File: config.mk
export PLATFORM = sky130hd
export DESIGN_NAME = pipeline_stage_skid
export DESIGN_NICKNAME = d
export VERILOG_FILES = /design/src/rtl/pipeline_pkg.sv /design/src/rtl/pipeline_sat_counter.sv /design/src/rtl/pipeline_stage_skid.sv
export SDC_FILE = /design/constraint.sdc
export NUM_CORES = 1
export LEC_CHECK = 0
export CELL_PAD_IN_SITES_DETAIL_PLACEMENT = 1
export CELL_PAD_IN_SITES_GLOBAL_PLACEMENT = 1
export CORE_MARGIN = 5
export CORE_UTILIZATION = 40
export CTS_CLUSTER_DIAMETER = 30
export DETAILED_ROUTE_END_ITERATION = 8
export PLACE_DENSITY = 0.91
export RECOVER_POWER = 25
export SLEW_MARGIN = 20
export SYNTH_ARGS = -nofsm -noshare
export SYNTH_HDL_FRONTEND = slang
export SYNTH_SLANG_ARGS = --single-unit
export TNS_END_PERCENT = 20
File: constraint.sdc
create_clock -name clk -period 6.6 [get_ports clk]
set_input_delay 0.99 -clock clk [delete_from_list [all_inputs] [get_ports clk]]
set_output_delay 0.99 -clock clk [all_outputs]
set_load 0.01 [all_outputs]
File: src/rtl/pipeline_pkg.sv
// Shared definitions for the skid-buffered pipeline stage: state encoding,
// bubble default and an occupancy helper.
package pipeline_pkg;

  typedef enum logic [1:0] {
    ST_EMPTY = 2'b00,
    ST_HALF  = 2'b01,
    ST_FULL  = 2'b10
  } state_e;

  // Replicated DATA_W times to form the default bubble payload.
  localparam logic BUBBLE_BIT = 1'b0;

  function automatic logic [1:0] state_occ(input state_e s);
    case (s)
      ST_HALF: state_occ = 2'd1;
      ST_FULL: state_occ = 2'd2;
      default: state_occ = 2'd0;
    endcase
  endfunction

endpackage

File: src/rtl/pipeline_sat_counter.sv
// Saturating up-counter of discarded beats; adds 0..2 per cycle and sticks at
// its all-ones maximum.
module pipeline_sat_counter #(
  parameter int CNT_W = 8
) (
  input  logic             clk,
  input  logic             clr,
  input  logic [1:0]       inc,
  output logic [CNT_W-1:0] cnt
);

  localparam logic [CNT_W:0] CNT_MAX = {1'b0, {CNT_W{1'b1}}};

  logic [CNT_W-1:0] cnt_p1;

  function automatic logic [CNT_W-1:0] sat_add(input logic [CNT_W-1:0] a,
                                               input logic [1:0]       b);
    logic [CNT_W:0] sum;
    sum = {1'b0, a} + {{(CNT_W-1){1'b0}}, b};
    if (sum > CNT_MAX) sat_add = CNT_MAX[CNT_W-1:0];
    else               sat_add = sum[CNT_W-1:0];
  endfunction

  always_ff @(posedge clk) begin
    if (!clr) cnt_p1 <= '0;
    else      cnt_p1 <= sat_add(cnt_p1, inc);
  end

  assign cnt = cnt_p1;

endmodule

File: src/rtl/pipeline_stage_skid.sv
// Valid/ready pipeline stage with a skid register: full throughput with every
// output registered, plus flush and a saturating discard count.
module pipeline_stage_skid
  import pipeline_pkg::*;
#(
  parameter int                DATA_W     = 32,
  parameter logic [DATA_W-1:0] BUBBLE_VAL = {DATA_W{BUBBLE_BIT}},
  parameter int                CNT_W      = 8
) (
  input  logic              clk,
  input  logic              clr,
  input  logic              in_valid,
  output logic              in_ready,
  input  logic [DATA_W-1:0] in_data,
  output logic              out_valid,
  input  logic              out_ready,
  output logic [DATA_W-1:0] out_data,
  input  logic              flush,
  output logic [1:0]        occupancy,
  output logic [CNT_W-1:0]  flush_cnt
);

  state_e            state_p1, state_nxt;
  logic [DATA_W-1:0] main_p1, main_nxt;
  logic [DATA_W-1:0] skid_p1, skid_nxt;
  logic              vld_p1, rdy_p1;
  logic              accept, emit;
  logic [1:0]        discard;
  logic [1:0]        cnt_inc;

  assign accept = in_valid && rdy_p1;
  assign emit   = vld_p1 && out_ready;

  // Held beats minus the one delivered plus the one squashed; stays in 0..2.
  assign discard = state_occ(state_p1) - {1'b0, emit} + {1'b0, accept};
  assign cnt_inc = flush ? discard : 2'b00;

  always_comb begin
    state_nxt = state_p1;
    main_nxt  = main_p1;
    skid_nxt  = skid_p1;
    case (state_p1)
      ST_EMPTY: begin
        if (accept) begin
          state_nxt = ST_HALF;
          main_nxt  = in_data;
        end
      end
      ST_HALF: begin
        if (accept && emit) begin
          main_nxt = in_data;
        end else if (accept) begin
          state_nxt = ST_FULL;
          skid_nxt  = in_data;
        end else if (emit) begin
          state_nxt = ST_EMPTY;
          main_nxt  = BUBBLE_VAL;
        end
      end
      ST_FULL: begin
        if (emit) begin
          state_nxt = ST_HALF;
          main_nxt  = skid_p1;
          skid_nxt  = BUBBLE_VAL;
        end
      end
      default: begin
        state_nxt = ST_EMPTY;
        main_nxt  = BUBBLE_VAL;
        skid_nxt  = BUBBLE_VAL;
      end
    endcase
    if (flush) begin
      state_nxt = ST_EMPTY;
      main_nxt  = BUBBLE_VAL;
      skid_nxt  = BUBBLE_VAL;
    end
  end

  // Stage register: ready/valid are precomputed from next state so every port is a flop.
  always_ff @(posedge clk) begin
    if (!clr) begin
      state_p1 <= ST_EMPTY;
      main_p1  <= BUBBLE_VAL;
      skid_p1  <= BUBBLE_VAL;
      vld_p1   <= 1'b0;
      rdy_p1   <= 1'b1;
    end else begin
      state_p1 <= state_nxt;
      main_p1  <= main_nxt;
      skid_p1  <= skid_nxt;
      vld_p1   <= (state_nxt != ST_EMPTY);
      rdy_p1   <= (state_nxt != ST_FULL);
    end
  end

  pipeline_sat_counter #(
    .CNT_W(CNT_W)
  ) u_sat_cnt (
    .clk(clk),
    .clr(clr),
    .inc(cnt_inc),
    .cnt(flush_cnt)
  );

  assign in_ready  = rdy_p1;
  assign out_valid = vld_p1;
  assign out_data  = main_p1;
  assign occupancy = state_p1;

endmodule

**Word level (Yosys, flattened, before mapping)**

Cells that the tools add are included.

- Magnitude comparators: 1
- Bitwise gates (word level): 2
- Multiplexer cells: 18
- Add/subtract/negate cells: 3
- Eq/ne operators: 9
- Reduce and logical (&&, ||, !) cells: 8

Operator list:

| operator | number |
|---|---|
| $mux W32 | 6 |
| $pmux W32 S3 | 2 |
| $mux W2 | 7 |
| $ne A2 B2 Y1 const B | 5 |
| $add A8 B2 Y9 | 1 |
| $gt A9 B8 Y1 const B | 1 |
| $mux W8 | 1 |
| $reduce_and A4 Y1 | 2 |
| $ne A3 B3 Y1 const B | 2 |
| $pmux W2 S3 | 1 |
| $pmux W2 S2 | 1 |
| $logic_and A1 B1 Y1 | 3 |
| $add A2 B1 Y2 | 1 |
| $eq A2 B1 Y1 const B | 1 |
| $eq A2 B2 Y1 const B | 1 |
| $logic_not A2 Y1 | 1 |
| $not A1 Y1 | 2 |
| $reduce_bool A2 Y1 | 1 |
| $reduce_or A2 Y1 | 1 |
| $sub A2 B1 Y2 | 1 |

- Output and inout bits: 44
- Bits of input ports: 37
- Word-level logic and storage cells: 47
- Flip-flop bits (word level): 76

**Logic depth before layout (Yosys ltp)**

Gate-level depths: netlist (run 1).

- Depth after elaboration: 8
- Depth in mapped cells: 11

**By module**

Synthesis (run 1) repeated with hierarchy kept, for this count alone.

- Cell total of the unflattened synthesis: 367
- Area, all modules: 3363.2 µm²

Modules (own cells, without submodules):

| module | cells each | instances | sequential area each (µm²) | area an instance (µm²) |
|---|---|---|---|---|
| pipeline_stage_skid | 328 | 1 | 1361.3 | 2967.8 |
| pipeline_sat_counter | 39 | 1 | 160.2 | 395.4 |

**Worst setup path before layout (run 1)**

Ideal clock, no wire load.

- Path kind: in2reg
- Start: input out_ready
- End: register u_sat_cnt.cnt_p1[6], in the netlist u_sat_cnt.cnt[6]
- Cell stages on the path: 11
- Buffers on the path: 1
- Required time: 6.520 ns
- Path slack: 3.616 ns
- Data arrival time: 2.904 ns
- Cell sequence: and2_1 clkbuf_2 xnor2_1 ha_1 and2_1 ha_1 fa_1 nand4_1 inv_1 and4_1 nor3b_1

- Word-level cells in the longest chain between the ends: 7

Ends and longest elaborated chain:

| item | RTL line | source |
|---|---|---|
| start, declared | pipeline_stage_skid.sv:16 | `input logic out_ready,` |
| $logic_and A1 B1 Y1 (*) | pipeline_stage_skid.sv:32 | `assign emit = vld_p1 && out_ready;` |
| $sub A2 B1 Y2 (*) | pipeline_stage_skid.sv:35 | `assign discard = state_occ(state_p1) - {1'b0, emit} + {1'b0, accept};` |
| $add A2 B1 Y2 (*) | pipeline_stage_skid.sv:35 |  |
| $mux W2 (*) | pipeline_stage_skid.sv:36 | `assign cnt_inc = flush ? discard : 2'b00;` |
| $add A8 B2 Y9 (*) | pipeline_sat_counter.sv:19 | `sum = {1'b0, a} + {{(CNT_W-1){1'b0}}, b};` |
| $gt A9 B8 Y1 | pipeline_sat_counter.sv:20 | `if (sum > CNT_MAX) sat_add = CNT_MAX[CNT_W-1:0];` |
| $mux W8 (*) | pipeline_sat_counter.sv:20 |  |
| end signal, assigned | pipeline_sat_counter.sv:26 | `else cnt_p1 <= sat_add(cnt_p1, inc);` |
| end, declared | pipeline_sat_counter.sv:14 | `logic [CNT_W-1:0] cnt_p1;` |

Mark *: on every way between the ends. The rest lies on a longest branch, timed or not.
A chain may end at the register's enable or synchronous reset.

**Worst setup path in the final report (run 1)**

Same ends and word-level chain as after synthesis.

==> impl_metrics.env, run 1 <==
export IMPL_outcome="completed"
export IMPL_cts_buffers=9
export IMPL_num_vias=2803
export IMPL_dieArea_um2=10300
export IMPL_hold_violations=0
export IMPL_fmax_mhz=302
export IMPL_power_w=0.000983
export IMPL_synth_ff_type="dfxtp_1"
export IMPL_synth_net_count=374
export IMPL_clk_path_buf_depth=2
export IMPL_drt_initial_drc_count=110
export IMPL_rsz0062_at_grt="false"
export IMPL_core_um2=8180
export IMPL_grt_pass1_wl_um=14700
export IMPL_grt_max_degree=65
export IMPL_crit_fanout=7
export IMPL_drv_slew=0
export IMPL_grt_pass1_vias=3064
export IMPL_synth_seq_cells=76
export IMPL_min_period_over_period_pct=50.2
export IMPL_firstDrtPassIters=4
export IMPL_ys_seq_area_share_pct=45.6
export IMPL_area_delta_synth_final_pct=31.3
export IMPL_antenna_cells=0
export IMPL_grt_ovfl_total=0
export IMPL_cp_slowest_stage_delay_ps=480
export IMPL_fp_dieW_um=101
export IMPL_io_pins=81
export IMPL_final_common_cell="dfxtp_1"
export IMPL_fin_setup_tns_ps=0
export IMPL_numPortBuffers=80
export IMPL_cts_root_buf="clkbuf_8"
export IMPL_synth_cell_types=43
export IMPL_tightest_slew_ps=1010
export IMPL_grt_usage_pct=17.8
export IMPL_critPathKind="primary input to flop"
export IMPL_path_clk_slew_ps=80
export IMPL_async_flop_share_pct=0
export IMPL_cts_setup_buffers=0
export IMPL_die_h_um=101
export IMPL_setup_violations_final=0
export IMPL_synth_warnings=0
export IMPL_syn_area_per_cell_um2=10.0
export IMPL_post_dp_hpwl_um=6090
export IMPL_htree_num_levels=3
export IMPL_rows=33
export IMPL_routed_via_density=5.51
export IMPL_insertion_delay_ps=340
export IMPL_vdd_ir_drop_max_uv=105
export IMPL_antenna_found_initial=0
export IMPL_p_leak_nw=1.59
export IMPL_end_kind="flop"
export IMPL_gp_congestion=0.775
export IMPL_postRouteAntennaNets=0
export IMPL_syn_cell_area_um2=3330
export IMPL_wl_per_cell_um=17.5
export IMPL_clkSinkCount=76
export IMPL_wl_um=8910
export IMPL_synthCells=333
export IMPL_cts_tree="built"
export IMPL_min_period_ps=3310
export IMPL_maxCapViolations=0
export IMPL_final_cell_mix="dfxtp_1 (76), nand2_1 (71), clkdlybuf4s50_1 (50), mux2i_1 (33), a32oi_1 (31)"
export IMPL_slowest_stage="clkdlybuf4s50_1"
export IMPL_cp_arrival_ps=3580
export IMPL_cts_resized_gates=0
export IMPL_final_setup_skew_ps=6.85
export IMPL_synth_edf_count=0
export IMPL_drive_gt1_share_pct=9.16
export IMPL_p_per_area_nw_per_um2=225
export IMPL_relSlewSlack_pct=32.9
export IMPL_nets=440
export IMPL_route_detailed_drc=0
export IMPL_start_util_pct=40.8
export IMPL_cts_hold_buf=0
export IMPL_cp_cell_sequence="clkdlybuf4s50_1, and2_1, xnor2_1, ha_1, and2_1, ha_1, fa_1, nand4_1, inv_1, and4_1, nor3b_1"
export IMPL_start_kind="primary input"
export IMPL_hold_class="flop to flop"
export IMPL_crit_required_ps=6860
cells in the mapped netlist (2+ instances only):
| cell type | count | area (um2) |
|---|---|---|
| buf_6 | 4 | 45.0 |
| nand2b_1 | 3 | 18.8 |
| o21a_1 | 6 | 45.0 |
| xnor2_1 | 3 | 26.3 |
| clkbuf_1 | 15 | 56.3 |
| nand2_1 | 71 | 267 |
| a21oi_1 | 5 | 25.0 |
| ha_1 | 3 | 37.5 |
| inv_1 | 4 | 15.0 |
| and3_1 | 3 | 18.8 |
| a21o_1 | 2 | 15.0 |
| mux2i_1 | 33 | 330 |
| o2bb2ai_1 | 21 | 184 |
| buf_4 | 3 | 22.5 |
| o2bb2ai_2 | 10 | 150 |
| nand4_1 | 2 | 12.5 |
| a32oi_1 | 31 | 272 |
| dfxtp_1 | 76 | 1520 |
| and2_1 | 3 | 18.8 |
| buf_2 | 6 | 30.0 |
| nor2_1 | 7 | 26.3 |
state kept, by name, summed over array words and instances, names as in the netlist:
name and count:
u_sat_cnt.cnt 8, out_valid 1, in_ready 1, occupancy 2, out_data 32, skid_p1 32
per-layer routing:
layer	wire length [um]	global-route usage [%]	share of wire, %	vias up
li1	-	-	-	1353
met1	3930	21.3	44	1366
met2	4440	31.7	50	74
met3	403	3.37	4.5	10
met4	139	6.34	1.6	0
met5	0	0	0	-
final cells by class:
cell class / count / area (um2)
clock buffers: 9 / 124
clock inverters: 7 / 98.8
fillers: 905 / 3800
inverters: 4 / 15.0
multi-input cells: 223 / 1650
flip-flops and latches: 76 / 1520
well taps: 105 / 131
repair buffers: 85 / 838
stage by stage:
step | hold slack, ps | instance area (um2) | worst slack [ps] | utilization [%] | std cells
5_1_grt | 483 | 4380 | 3080 | 53.5 | 509
6_report | 464 | 4380 | 3290 | 53.5 | 509
2_1_floorplan | 435 | 3330 | 3620 | - | 333
4_1_cts | 466 | 4380 | 3290 | 53.5 | 509
3_3_place_gp | 442 | 4150 | 3070 | 50.8 | 493
3_5_place_dp | 451 | 4150 | 2930 | 50.8 | 493
cell families after synthesis:
logic type                 share of synthesized area, %
AOI/OAI and AO/OA                                  23.2
xor gates and xnor gates                           1.05
adders and majority gates                          1.73
buffers and inverters                              5.33
DFF                                                45.6
muxes                                              9.91
and+or+nand+nor                                    13.1
path summary, 6_finish.rpt:
path / from / endpoint / slack, ps / cells after the start
max: out_ready / u_sat_cnt.cnt[6]$_SDFF_PN0_ / 3290 / 11
min: out_data[11]$_SDFFE_PP0P_ / out_data[11]$_SDFFE_PP0P_ / 460 / 1
max reg2reg: occupancy[0]$_SDFF_PN0_ / u_sat_cnt.cnt[6]$_SDFF_PN0_ / 3880 / 10
min reg2reg: out_data[11]$_SDFFE_PP0P_ / out_data[11]$_SDFFE_PP0P_ / 460 / 1
worst max-delay path: cells and delay by family:
| family | cells | cell delay [ps] |
|---|---|---|
| xor gates and xnor gates | 1 | 160 |
| buffers and inverters | 2 | 570 |
| and+or+nand+nor | 5 | 960 |
| adders and majority gates | 3 | 870 |
power by group:
| part | total [W] | switching (W) | internal (W) | leakage [nW] |
|---|---|---|---|---|
| Sequential | 0.000476 | 0.00000761 | 0.000468 | 0.615 |
| Combinational | 0.000112 | 0.0000566 | 0.0000553 | 0.861 |
| Clock | 0.000395 | 0.000180 | 0.000215 | 0.110 |
| Total | 0.000983 | 0.000245 | 0.000738 | 1.59 |
(Power assumes the default switching activity.)
==> run 2: changes to the inputs <==
--- a/config.mk
+++ b/config.mk
@@ -8,10 +8,10 @@
 export CELL_PAD_IN_SITES_DETAIL_PLACEMENT = 1
 export CELL_PAD_IN_SITES_GLOBAL_PLACEMENT = 1
 export CORE_MARGIN = 5
-export CORE_UTILIZATION = 40
+export CORE_UTILIZATION = 37
 export CTS_CLUSTER_DIAMETER = 30
 export DETAILED_ROUTE_END_ITERATION = 8
-export PLACE_DENSITY = 0.91
+export PLACE_DENSITY = 0.86
 export RECOVER_POWER = 25
 export SLEW_MARGIN = 20
 export SYNTH_ARGS = -nofsm -noshare
==> constraint.sdc (replaced) <==
create_clock -name clk -period 3.2 [get_ports clk]
set_input_delay 0.48 -clock clk [delete_from_list [all_inputs] [get_ports clk]]
set_output_delay 0.48 -clock clk [all_outputs]
set_load 0.01 [all_outputs]
==> run 2 against run 1 <==
Compared with the run above:
- sequential cell count did not move
- clock skew rose by 1.1 ps
- hold slack worse by 6.5 ps
- utilization down 4.1 points
- final area decreased by 0.94%
- largest power group unchanged
- critical path type unchanged
- routed wire length down 1.2%
- sequential share of layout area increased by 0.33 points
- critical path depth stayed put
- power is 89% higher
==> impl_metrics.env, run 2 (same netlist as run 1, synthesis figures left out) <==
export IMPL_final_common_cell="dfxtp_1"
export IMPL_ff2ff_setup_slack_ps=500
export IMPL_cts_root_buf="clkbuf_8"
export IMPL_critPathLaunch="out_ready"
export IMPL_relSlewSlack_pct=61.7
export IMPL_grt_usage_pct=16.2
export IMPL_wl_um=8800
export IMPL_final_setup_skew_ps=7.98
export IMPL_cts_tree="built"
export IMPL_p_leak_nw=1.57
export IMPL_final_cell_mix="dfxtp_1 (76), nand2_1 (71), clkdlybuf4s50_1 (50), mux2i_1 (33), a32oi_1 (31)"
export IMPL_critPathKind="primary input to flop"
export IMPL_drt_initial_drc_count=100
export IMPL_tightest_slew_ps=575
export IMPL_wl_per_cell_um=17.1
export IMPL_drive_gt1_share_pct=8.62
export IMPL_holdWs_ps=458
export IMPL_p_per_area_nw_per_um2=428
export IMPL_hold_violations=0
export IMPL_antenna_found_initial=0
export IMPL_clkSinkCount=76
export IMPL_grt_pass1_wl_um=15000
export IMPL_hp_start="out_data[11]$_SDFFE_PP0P_"
export IMPL_grt_pass1_vias=3038
export IMPL_fmax_mhz=358
export IMPL_rows=34
export IMPL_rsz0062_at_grt="false"
export IMPL_core_um2=8760
export IMPL_min_period_over_period_pct=87.4
export IMPL_outcome="completed"
export IMPL_fp_dieW_um=105
export IMPL_fin_util_pct=49.5
export IMPL_reg2reg_from="occupancy[0]$_SDFF_PN0_"
export IMPL_hold_path_depth=1
export IMPL_hold_class="flop to flop"
export IMPL_fill_cells=999
export IMPL_firstDrtPassIters=4
export IMPL_power_w=0.00186
export IMPL_route_detailed_drc=0
export IMPL_crit_fanout=7
export IMPL_drv_slew=0
export IMPL_min_period_ps=2800
export IMPL_cp_arrival_ps=3050
export IMPL_dieArea_um2=11000
export IMPL_grt_max_degree=40
export IMPL_num_vias=2814
export IMPL_insertion_delay_ps=330
export IMPL_antenna_cells=0
export IMPL_post_dp_hpwl_um=5810
export IMPL_r2r_cells=10
export IMPL_cts_hold_buf=0
export IMPL_start_kind="primary input"
export IMPL_start_util_pct=38.0
export IMPL_numPortBuffers=80
export IMPL_maxCapViolations=0
export IMPL_cts_resized_gates=0
export IMPL_htree_num_levels=3
export IMPL_nets=442
export IMPL_io_pins=81
export IMPL_crit_required_ps=3450
export IMPL_path_clk_slew_ps=80
export IMPL_cts_buffers=9
export IMPL_postRouteAntennaNets=0
export IMPL_grt_ovfl_total=0
export IMPL_fin_setup_tns_ps=0
export IMPL_vdd_ir_drop_max_uv=187
export IMPL_area_delta_synth_final_pct=30.1
export IMPL_die_h_um=105
export IMPL_gp_congestion=0.798
export IMPL_setup_violations_final=0
export IMPL_end_kind="flop"
export IMPL_clk_path_buf_depth=2
export IMPL_routed_via_density=5.47
export IMPL_cts_setup_buffers=0
-- run 2: cell types whose count changed in the layout (fill, tap and decap cells not counted), moves of 2 or more --
| cell | before | now |
|---|---|---|
| clkinv_4 | 2 | 0 |
| buf_4 | 5 | 7 |
| clkbuf_1 | 0 | 4 |
| bufinv_16 | 2 | 0 |
-- run 2: worst max-delay path, cell delays in order --
cell             delay, ps
clkdlybuf4s50_1        490
and2_1                 290
xnor2_1                150
ha_1                   240
and2_1                 160
ha_1                   210
fa_1                   420
nand4_1                120
inv_1                   90
and4_1                 200
nor3b_1                200
-- run 2: per-layer routing --
| metal | share of wire [%] | track usage (%) | vias to the layer above |
|---|---|---|---|
| li1 | - | - | 1359 |
| met1 | 46 | 20.6 | 1371 |
| met2 | 48 | 26.8 | 73 |
| met3 | 4.9 | 4.01 | 11 |
| met4 | 1.6 | 5.48 | 0 |
| met5 | 0 | 0 | - |
-- run 2: final timing paths --
check / endpoint
worst max-delay path: u_sat_cnt.cnt[6]$_SDFF_PN0_
worst min-delay path: out_data[11]$_SDFFE_PP0P_
worst max register to register: u_sat_cnt.cnt[6]$_SDFF_PN0_
worst min register to register: out_data[11]$_SDFFE_PP0P_
-- run 2: through the flow --
stage	worst slack (ps)	area (um2)	instances
floorplan	726	3330	333
global placement	189	4170	498
detailed placement	57.0	4170	498
CTS	397	4340	514
global route	254	4340	514
finish	403	4340	514
-- run 2: power breakdown --
group          total, W  switching, W  internal (W)
clock          0.000645      0.000342      0.000303
combinational  0.000231      0.000116      0.000114
sequential     0.000981     0.0000156      0.000965
total           0.00186      0.000474       0.00138
-- run 2: area by class of cell --
type | count | area (um2) | area share (%)
multi-input cells | 223 | 1650 | 38.0
flip-flops and latches | 76 | 1520 | 35.1
repair buffers | 87 | 853 | 19.7
clock buffers | 14 | 153 | 3.52
well taps | 108 | 135 | 3.12
inverters | 4 | 15.0 | 0.346
clock inverters | 2 | 10.0 | 0.231
==> run 3: changes to the inputs <==
--- a/config.mk
+++ b/config.mk
@@ -17,4 +17,4 @@
 export SYNTH_ARGS = -nofsm -noshare
 export SYNTH_HDL_FRONTEND = slang
 export SYNTH_SLANG_ARGS = --single-unit
-export TNS_END_PERCENT = 20
+export TNS_END_PERCENT = 1
==> results of run 3 <==
Final layout, timing and power as in run 2 (identical DEF).
